<file path="src/rtl/if_fetch_unit.sv">
// Instruction-fetch stage: owns the fetch PC, issues single-outstanding
// requests to instruction memory, buffers returned words in a small prefetch
// queue and presents {pc, instr, exc} to decode. Redirects and exception
// entry flush the queue and restart fetching at the new target.
// Optional: define FETCH_PERF_EN to count decode bubbles on perf_bubbles.
module if_fetch_unit #(
  parameter logic [31:0] RESET_PC = 32'h0000_3000,
  parameter logic [31:0] EXC_PC   = 32'h0000_4180,
  parameter int unsigned QDEPTH   = 2,
  parameter logic [31:0] IM_LO    = 32'h0000_3000,
  parameter logic [31:0] IM_HI    = 32'h0000_6FFC
) (
  input  logic        clk,
  input  logic        reset,
  input  logic        redirect,
  input  logic [31:0] redirect_pc,
  input  logic        exc_req,
  output logic        im_req,
  output logic [31:0] im_addr,
  input  logic        im_gnt,
  input  logic        im_rvalid,
  input  logic [31:0] im_rdata,
  output logic        id_valid,
  output logic [31:0] id_pc,
  output logic [31:0] id_instr,
  output logic [4:0]  id_exc,
  input  logic        id_ready,
  output logic [31:0] perf_bubbles
);

  localparam int unsigned AW = (QDEPTH > 1) ? $clog2(QDEPTH) : 1;
  localparam int unsigned CW = $clog2(QDEPTH) + 1;

  typedef enum logic [1:0] {S_REQ, S_WAIT, S_EXC_HOLD} state_t;

  state_t        state, state_nxt;
  logic [31:0]   fetch_pc;
  logic [31:0]   req_pc;
  logic          outstanding;
  logic          drop;

  logic [31:0]   q_pc    [QDEPTH];
  logic [31:0]   q_instr [QDEPTH];
  logic [4:0]    q_exc   [QDEPTH];
  logic [AW-1:0] rd_ptr, wr_ptr;
  logic [CW-1:0] count;

  logic          flush, pc_legal, room, can_issue;
  logic          gnt_fire, rv_fire, push_rv, push_exc, push, pop;
  logic [31:0]   push_pc, push_instr;
  logic [4:0]    push_code;

  assign flush     = redirect | exc_req;
  assign pc_legal  = (fetch_pc[1:0] == 2'b00) && (fetch_pc >= IM_LO) && (fetch_pc <= IM_HI);
  assign room      = (count + CW'(outstanding)) < CW'(QDEPTH);
  assign can_issue = !reset && !outstanding && room;
  assign gnt_fire  = im_req & im_gnt;
  assign rv_fire   = outstanding & im_rvalid;
  // A response is kept only for a live request and never in a flush cycle.
  assign push_rv   = rv_fire & !drop & !flush;
  assign push      = push_rv | push_exc;
  assign pop       = id_valid & id_ready & !flush;
  assign push_pc    = push_rv ? req_pc   : fetch_pc;
  assign push_instr = push_rv ? im_rdata : '0;
  assign push_code  = push_rv ? 5'd0     : 5'd4;

  assign im_addr  = fetch_pc;
  assign id_valid = (count != '0);
  assign id_pc    = id_valid ? q_pc[rd_ptr]    : '0;
  assign id_instr = id_valid ? q_instr[rd_ptr] : '0;
  assign id_exc   = id_valid ? q_exc[rd_ptr]   : '0;

  // Next-state and request/exception-push decode.
  always_comb begin
    state_nxt = state;
    im_req    = 1'b0;
    push_exc  = 1'b0;
    case (state)
      S_REQ: begin
        if (can_issue) begin
          if (pc_legal) begin
            im_req = 1'b1;
            if (im_gnt) state_nxt = S_WAIT;
          end else begin
            push_exc  = !flush;
            state_nxt = S_EXC_HOLD;
          end
        end
      end
      S_WAIT:     if (rv_fire) state_nxt = S_REQ;
      S_EXC_HOLD: state_nxt = S_EXC_HOLD;
      default:    state_nxt = S_REQ;
    endcase
    if (flush) state_nxt = S_REQ;
  end

  // Fetch PC, outstanding-request tracking and the drop flag.
  // outstanding survives a flush (state returns to S_REQ) so that the stale
  // response can still be absorbed; drop marks it for discarding.
  always_ff @(posedge clk or posedge reset) begin
    if (reset) begin
      state       <= S_REQ;
      fetch_pc    <= RESET_PC;
      req_pc      <= '0;
      outstanding <= 1'b0;
      drop        <= 1'b0;
    end else begin
      state <= state_nxt;
      if (exc_req)       fetch_pc <= EXC_PC;
      else if (redirect) fetch_pc <= redirect_pc;
      else if (gnt_fire) fetch_pc <= fetch_pc + 32'd4;
      if (gnt_fire) req_pc <= fetch_pc;
      if (gnt_fire)     outstanding <= 1'b1;
      else if (rv_fire) outstanding <= 1'b0;
      if (flush && (gnt_fire || (outstanding && !im_rvalid))) drop <= 1'b1;
      else if (rv_fire)                                       drop <= 1'b0;
    end
  end

  // Queue pointers and occupancy; a flush empties the queue.
  always_ff @(posedge clk or posedge reset) begin
    if (reset) begin
      rd_ptr <= '0;
      wr_ptr <= '0;
      count  <= '0;
    end else if (flush) begin
      rd_ptr <= '0;
      wr_ptr <= '0;
      count  <= '0;
    end else begin
      if (push) wr_ptr <= wr_ptr + AW'(1);
      if (pop)  rd_ptr <= rd_ptr + AW'(1);
      count <= count + CW'(push) - CW'(pop);
    end
  end

  // Queue storage write.
  always_ff @(posedge clk) begin
    if (push) begin
      q_pc[wr_ptr]    <= push_pc;
      q_instr[wr_ptr] <= push_instr;
      q_exc[wr_ptr]   <= push_code;
    end
  end

`ifdef FETCH_PERF_EN
  logic [31:0] bubbles;

  // Saturating count of cycles where decode was ready but starved.
  always_ff @(posedge clk or posedge reset) begin
    if (reset)
      bubbles <= '0;
    else if (id_ready && !id_valid && (bubbles != '1))
      bubbles <= bubbles + 32'd1;
  end

  assign perf_bubbles = bubbles;
`else
  assign perf_bubbles = '0;
`endif

endmodule

</file>
<file path="config.mk">
export PLATFORM = sky130hd
export DESIGN_NAME = if_fetch_unit
export DESIGN_NICKNAME = d
export VERILOG_FILES = /design/src/rtl/if_fetch_unit.sv
export SDC_FILE = /design/constraint.sdc
export NUM_CORES = 1
export LEC_CHECK = 0
export ABC_AREA = 0
export CAP_MARGIN = 20
export CORE_UTILIZATION = 54
export DETAILED_ROUTE_END_ITERATION = 7
export GPL_TIMING_DRIVEN = 0
export HOLD_SLACK_MARGIN = 0.03
export PLACE_DENSITY = 0.84
export SLEW_MARGIN = 10
export SYNTH_ARGS = -nofsm -noshare
export SYNTH_HDL_FRONTEND = slang
export SYNTH_SLANG_ARGS = --single-unit
</file>
<file path="constraint.sdc">
create_clock -name clk -period 13 [get_ports clk]
set_clock_uncertainty 0.05 [all_clocks]
set_input_delay 3.9 -clock clk [delete_from_list [all_inputs] [get_ports clk]]
set_output_delay 3.9 -clock clk [all_outputs]
set_load 0.02 [all_outputs]
</file>
# Word-level counts from Yosys, hierarchy flattened
# Memory sizes are Yosys's and may differ from the RTL's.
# Index checks and enable logic that the tools add are counted.
[classes]
n_addsub = 6
multipliers = 0
n_div = 0
n_lt_le_gt_ge = 3
eq_ne = 5
shift = 0
mux = 31
bitwise_logic = 8
reduce_logical = 21
[op_table]
columns = ["cell", "count"]
rows = [
  ["$mux 32", 7],
  ["$add 32x3->32 const B", 1],
  ["$ge 32x14->1 const B", 1],
  ["$le 32x15->1 const B", 1],
  ["$mux 1", 15],
  ["$mux 2", 6],
  ["$reduce_bool 2->1", 5],
  ["$and 1x1->1", 6],
  ["$logic_and 1x1->1", 6],
  ["$ne 3x3->1 const B", 2],
  ["$pmux 2 s3", 1],
  ["$logic_not 1->1", 5],
  ["$mux 5", 1],
  ["$add 2x1->2", 2],
  ["$logic_not 2->1", 2],
  ["$ne 4x4->1 const B", 1],
  ["$mux 3", 1],
  ["$reduce_and 3->1", 1],
  ["$reduce_bool 3->1", 1],
  ["$add 1x1->1 const B", 2],
  ["$eq 2x1->1 const B", 1],
  ["$eq 2x2->1 const B", 1],
  ["$lt 2x2->1 const B", 1],
  ["$or 1x1->1", 2],
  ["2 further kinds", 2],
]
[word_totals]
register_bits = 72
latchBits = 0
mem_bits_rw = 134
rom_bits = 0
input_bits = 71
word_cells = 85
mem_count = 3
[mem_list]
columns = ["memory", "depth", "word_bits", "rd", "rd_clocked_by_memory_dff", "wr", "line_no", "source"]
rows = [
  ["q_instr", 2, 32, 1, 0, 1, "43", "logic [31:0] q_instr [QDEPTH];"],
  ["q_pc", 2, 32, 1, 0, 1, "42", "logic [31:0] q_pc [QDEPTH];"],
  ["q_exc", 2, 3, 1, 0, 1, "44", "logic [4:0] q_exc [QDEPTH];"],
]

# Logic depth before layout (Yosys ltp)
[depth]
ltp_word = 10
depth_mapped = 11
ltp_nobuf = 10

# Worst setup path before layout
# No wires, ideal clock.
[synth_timing]
kind = "input-to-output"
startpoint = "input reset"
endpoint = "output im_req"
arrival_time_ps = 4436
setup_slack_ps = 4614
cell_stages = 3
n_path_buf = 0
path_cell_list = "nor3_2 -> nand2_1 -> nor2_1"
[synth_between]
elab_chain_cells = 5
[synth_lines]
columns = ["element", "line_no", "source"]
rows = [
  ["start, declared", "14", "input logic reset,"],
  ["$logic_not 1->1 (no line)", "n/a", ""],
  ["$logic_and 1x1->1 (2 in series)", "56", "assign can_issue = !reset && !outstanding && room;"],
  ["$mux 1", "80", "if (can_issue) begin"],
  ["$mux 1", "78", "case (state)"],
  ["end, declared", "18", "output logic im_req,"],
]
# No other way between the ends.

# Worst setup path after layout
# Same ends and word-level chain as after synthesis.

==> reports/results.txt <==
status = completed
Combinational Power Share = 9.6%
Place WS = 3.46 ns
Pre-antenna DRT Iters = 5
Final Hold Vio Count = 0
CTS tree = yes
clk sinks = 202
Die Area = 17100 µm²
CTS root buffer = clkbuf_16
die height = 131 µm
RSZ-0062 raised after global routing = no
final setup vio count = 0
#FFs+latches synth = 202
Flop pwr share = 51.3%
detailed-placement wirelength estimate = 13900 µm
post-DR wirelength/cell = 17.2 µm
Seq/Total Area, Yosys = 63.8%
CORE AREA = 16000 µm²
slowest library cell on the worst path = clkdlybuf4s50_1
Main synth FF type = edfxtp_1
WL final = 19900 µm
Setup TNS Final = 0 ns
first-pass GRT wire length = 30400 µm
peak supply drop = 107 µV
dpl cell area = 11200 µm²
Clock Power Share = 39.1%
power density over the cells = 119 nW/µm²
Syn Area/Cell = 12.8 µm²
Synth warnings = 0
min setup slack post-route = 3.44 ns
Int Pwr = 1.09 mW
FF+latch area = 5710 µm²
slowest stage delay, CP = 0.63 ns
largest net degree at the start of global routing = 54
Clock Path Buffers = 3
Iter 0 DRT Violations = 436
worst-margin pin slew = 0.779 ns
fmax = 0.105 GHz
most frequent CP cell = clkdlybuf4s50_1
number of port buffers = 168
Async S/R FF share, synth = 35.6%
Area Overhead vs Synth = 31.9%
Resized Gates After CTS = 0
WS Path Type = in2out
period utilisation layout = 73.5%
leakage power = 4.62 nW
Yosys cell types = 53
GR Util met1 = 29.0%
initial antenna violation count = 0
GPL Wtd Cong = 0.909
vias in the first global route = 5875
Fin Hold WS = 0.413 ns
nets = 1003
Final Slew Violations = 0
Mapped Cells = 697
Vias per Instance = 5.20
number of max-cap violations = 0
grt met3 use = 4.07%
crit path DAT = 5.61 ns
Rel. slew slack = 48.1%
Fillers = 1111
worst min path class = reg2reg
Cell Area, Synth = 8940 µm²
total global-route track usage = 23.4%
grt peak-use layer = met2
minimum clock period = 9.56 ns
FP Rows = 46
GR Util met2 = 42.8%
hold buffer count at cts = 0
Critical Path Start Type = input pin
CP top delay family = buffers and inverters
Clock Pin Slew Worst Setup and Hold Paths = 0.06 ns
DRC Markers = 0
Crit. End Element = output port
post-layout util = 73.7%
Psw = 0.315 mW
largest fanout on the critical path = 3
Antenna diodes = 0
worst path cell trace = clkdlybuf4s50_1 -> nor3_2 -> nand2_1 -> nor2_1 -> clkdlybuf4s50_1
Skew-Pair Late Insertion Delay = 0.48 ns
area of the multi-input gates = 2920 µm²
vias after detailed routing = 6018
worst path bufs/invs = 2
EDFF count, synth = 130
Ports = 206
switching fraction of total power = 22.4%
Crit path required time = 9.05 ns
Starting Density = 55.9%
Final Instance Area = 11800 µm²
H-tree depth = 1
Post-CTS Setup Bufs = 0
post-route antenna net violation count = 0
TritonCTS Buffers = 21
GRT overflow = 0
layout cell share with drive strength beyond 1 = 13.2%
width of the die = 131 µm
## cell usage in the layout, fill, tap and decap left out, types with 3 or more instances in the layout
cell	n
nand2_1	48
nor2_1	103
buf_4	36
buf_2	8
a21oi_1	5
clkbuf_1	28
and2_1	54
conb_1	36
buf_1	6
nor3_1	6
buf_16	3
nor4_1	4
or3_1	6
ha_1	4
clkdlybuf4s50_1	168
dfrtp_1	70
inv_1	9
mux2_2	29
clkbuf_16	21
mux2i_1	85
a311oi_1	5
or4_1	3
nand3_1	10
edfxtp_1	130
clkbuf_8	4
o21ai_0	15
## worst paths after layout
check                                              from  cells after the start  slack, ns                      end
worst max-delay path                              reset                      5       3.44                   im_req
worst min-delay path              req_pc[5]$_DFFE_PP0P_                      2       0.41    req_pc[5]$_DFFE_PP0P_
worst max register to register  im_addr[18]$_DFFE_PP0P_                     10      10.13       count[1]$_DFF_PP0_
worst min register to register    req_pc[5]$_DFFE_PP0P_                      2       0.41    req_pc[5]$_DFFE_PP0P_
max in group asynchronous                         reset                      3       8.55  im_addr[13]$_DFFE_PP1P_
min in group asynchronous                         reset                      2       3.75    req_pc[2]$_DFFE_PP0P_
## registers in the layout, summed over array words and instances, names as in the netlist
| name | cells |
|---|---|
| q_instr | 64 |
| q_pc | 64 |
| im_addr | 32 |
| req_pc | 32 |
| count | 2 |
| q_exc | 2 |
| state | 2 |
| drop | 1 |
| outstanding | 1 |
| rd_ptr | 1 |
| wr_ptr | 1 |
## per-layer routing
| metal | up-vias | share of wire (%) |
|---|---|---|
| met1 | 2904 | 40 |
| li1 | 2847 | - |
| met4 | 0 | 1.3 |
| met3 | 30 | 7.9 |
| met2 | 237 | 51 |
| met5 | - | 0 |
## logic make-up (layout without fill, tap and decap cells)
family                   Yosys count  count (layout)  synth area share, %
buffers and inverters             82             292                 5.16
AND/OR/NAND/NOR                  251             251                 13.9
flip-flops                       202             202                 63.8
other                              1              36               0.0419
AO/OA/AOI/OAI                     39              39                 2.99
multiplexers                     114             114                 13.2
adder cells (fa/ha/maj)            4               4                0.560
XOR/XNOR                           4               4                0.392
## layout make-up
class                   instances  area share (%)
clock inverters                 3           0.159
repair buffers                173            15.3
well taps                     216            2.29
inverters                      11           0.371
multi-input cells             448            24.7
clock buffers                  34            5.21
plain buffers                  71            3.56
flip-flops and latches        202            48.4
## synth_stat cells (4+ instances only)
master / count / area share, %
edfxtp_1: 130 / 44
nor2_1: 104 / 4.4
mux2i_1: 85 / 9.5
dfrtp_1: 70 / 20
and2_1: 54 / 3.8
nand2_1: 48 / 2.0
buf_4: 36 / 3.0
mux2_2: 29 / 3.7
clkbuf_1: 19 / 0.80
o21ai_0: 15 / 0.84
inv_1: 10 / 0.42
nand3_1: 10 / 0.56
buf_2: 8 / 0.45
buf_1: 6 / 0.25
nor3_1: 6 / 0.34
or3_1: 6 / 0.42
a21oi_1: 5 / 0.28
a311oi_1: 5 / 0.49
ha_1: 4 / 0.56
nor4_1: 4 / 0.28
## tightest hold or removal path: cells and delay by family (launching register included)
kind	cells	cell delay [ns]
DFF	1	0.34
and+or+nand+nor	2	0.10
## per-stage QoR
stage / instances / power (mW)
floorplan: 732 / 0.807
global placement: 1116 / 0.864
detailed placement: 1121 / 0.869
CTS: 1158 / 1.42
global route: 1158 / 1.46
finish: 1158 / 1.41
## power groups by stage
stage	Sequential (mW)	Clock, mW	Combinational (mW)
after detailed placement	0.734	0	0.135
after floorplan	0.738	0	0.0687
final	0.722	0.550	0.136
after global routing	0.724	0.584	0.147
after global placement	0.735	0	0.129
after CTS	0.722	0.558	0.136
Note: power is estimated with default switching activity, not from simulation.
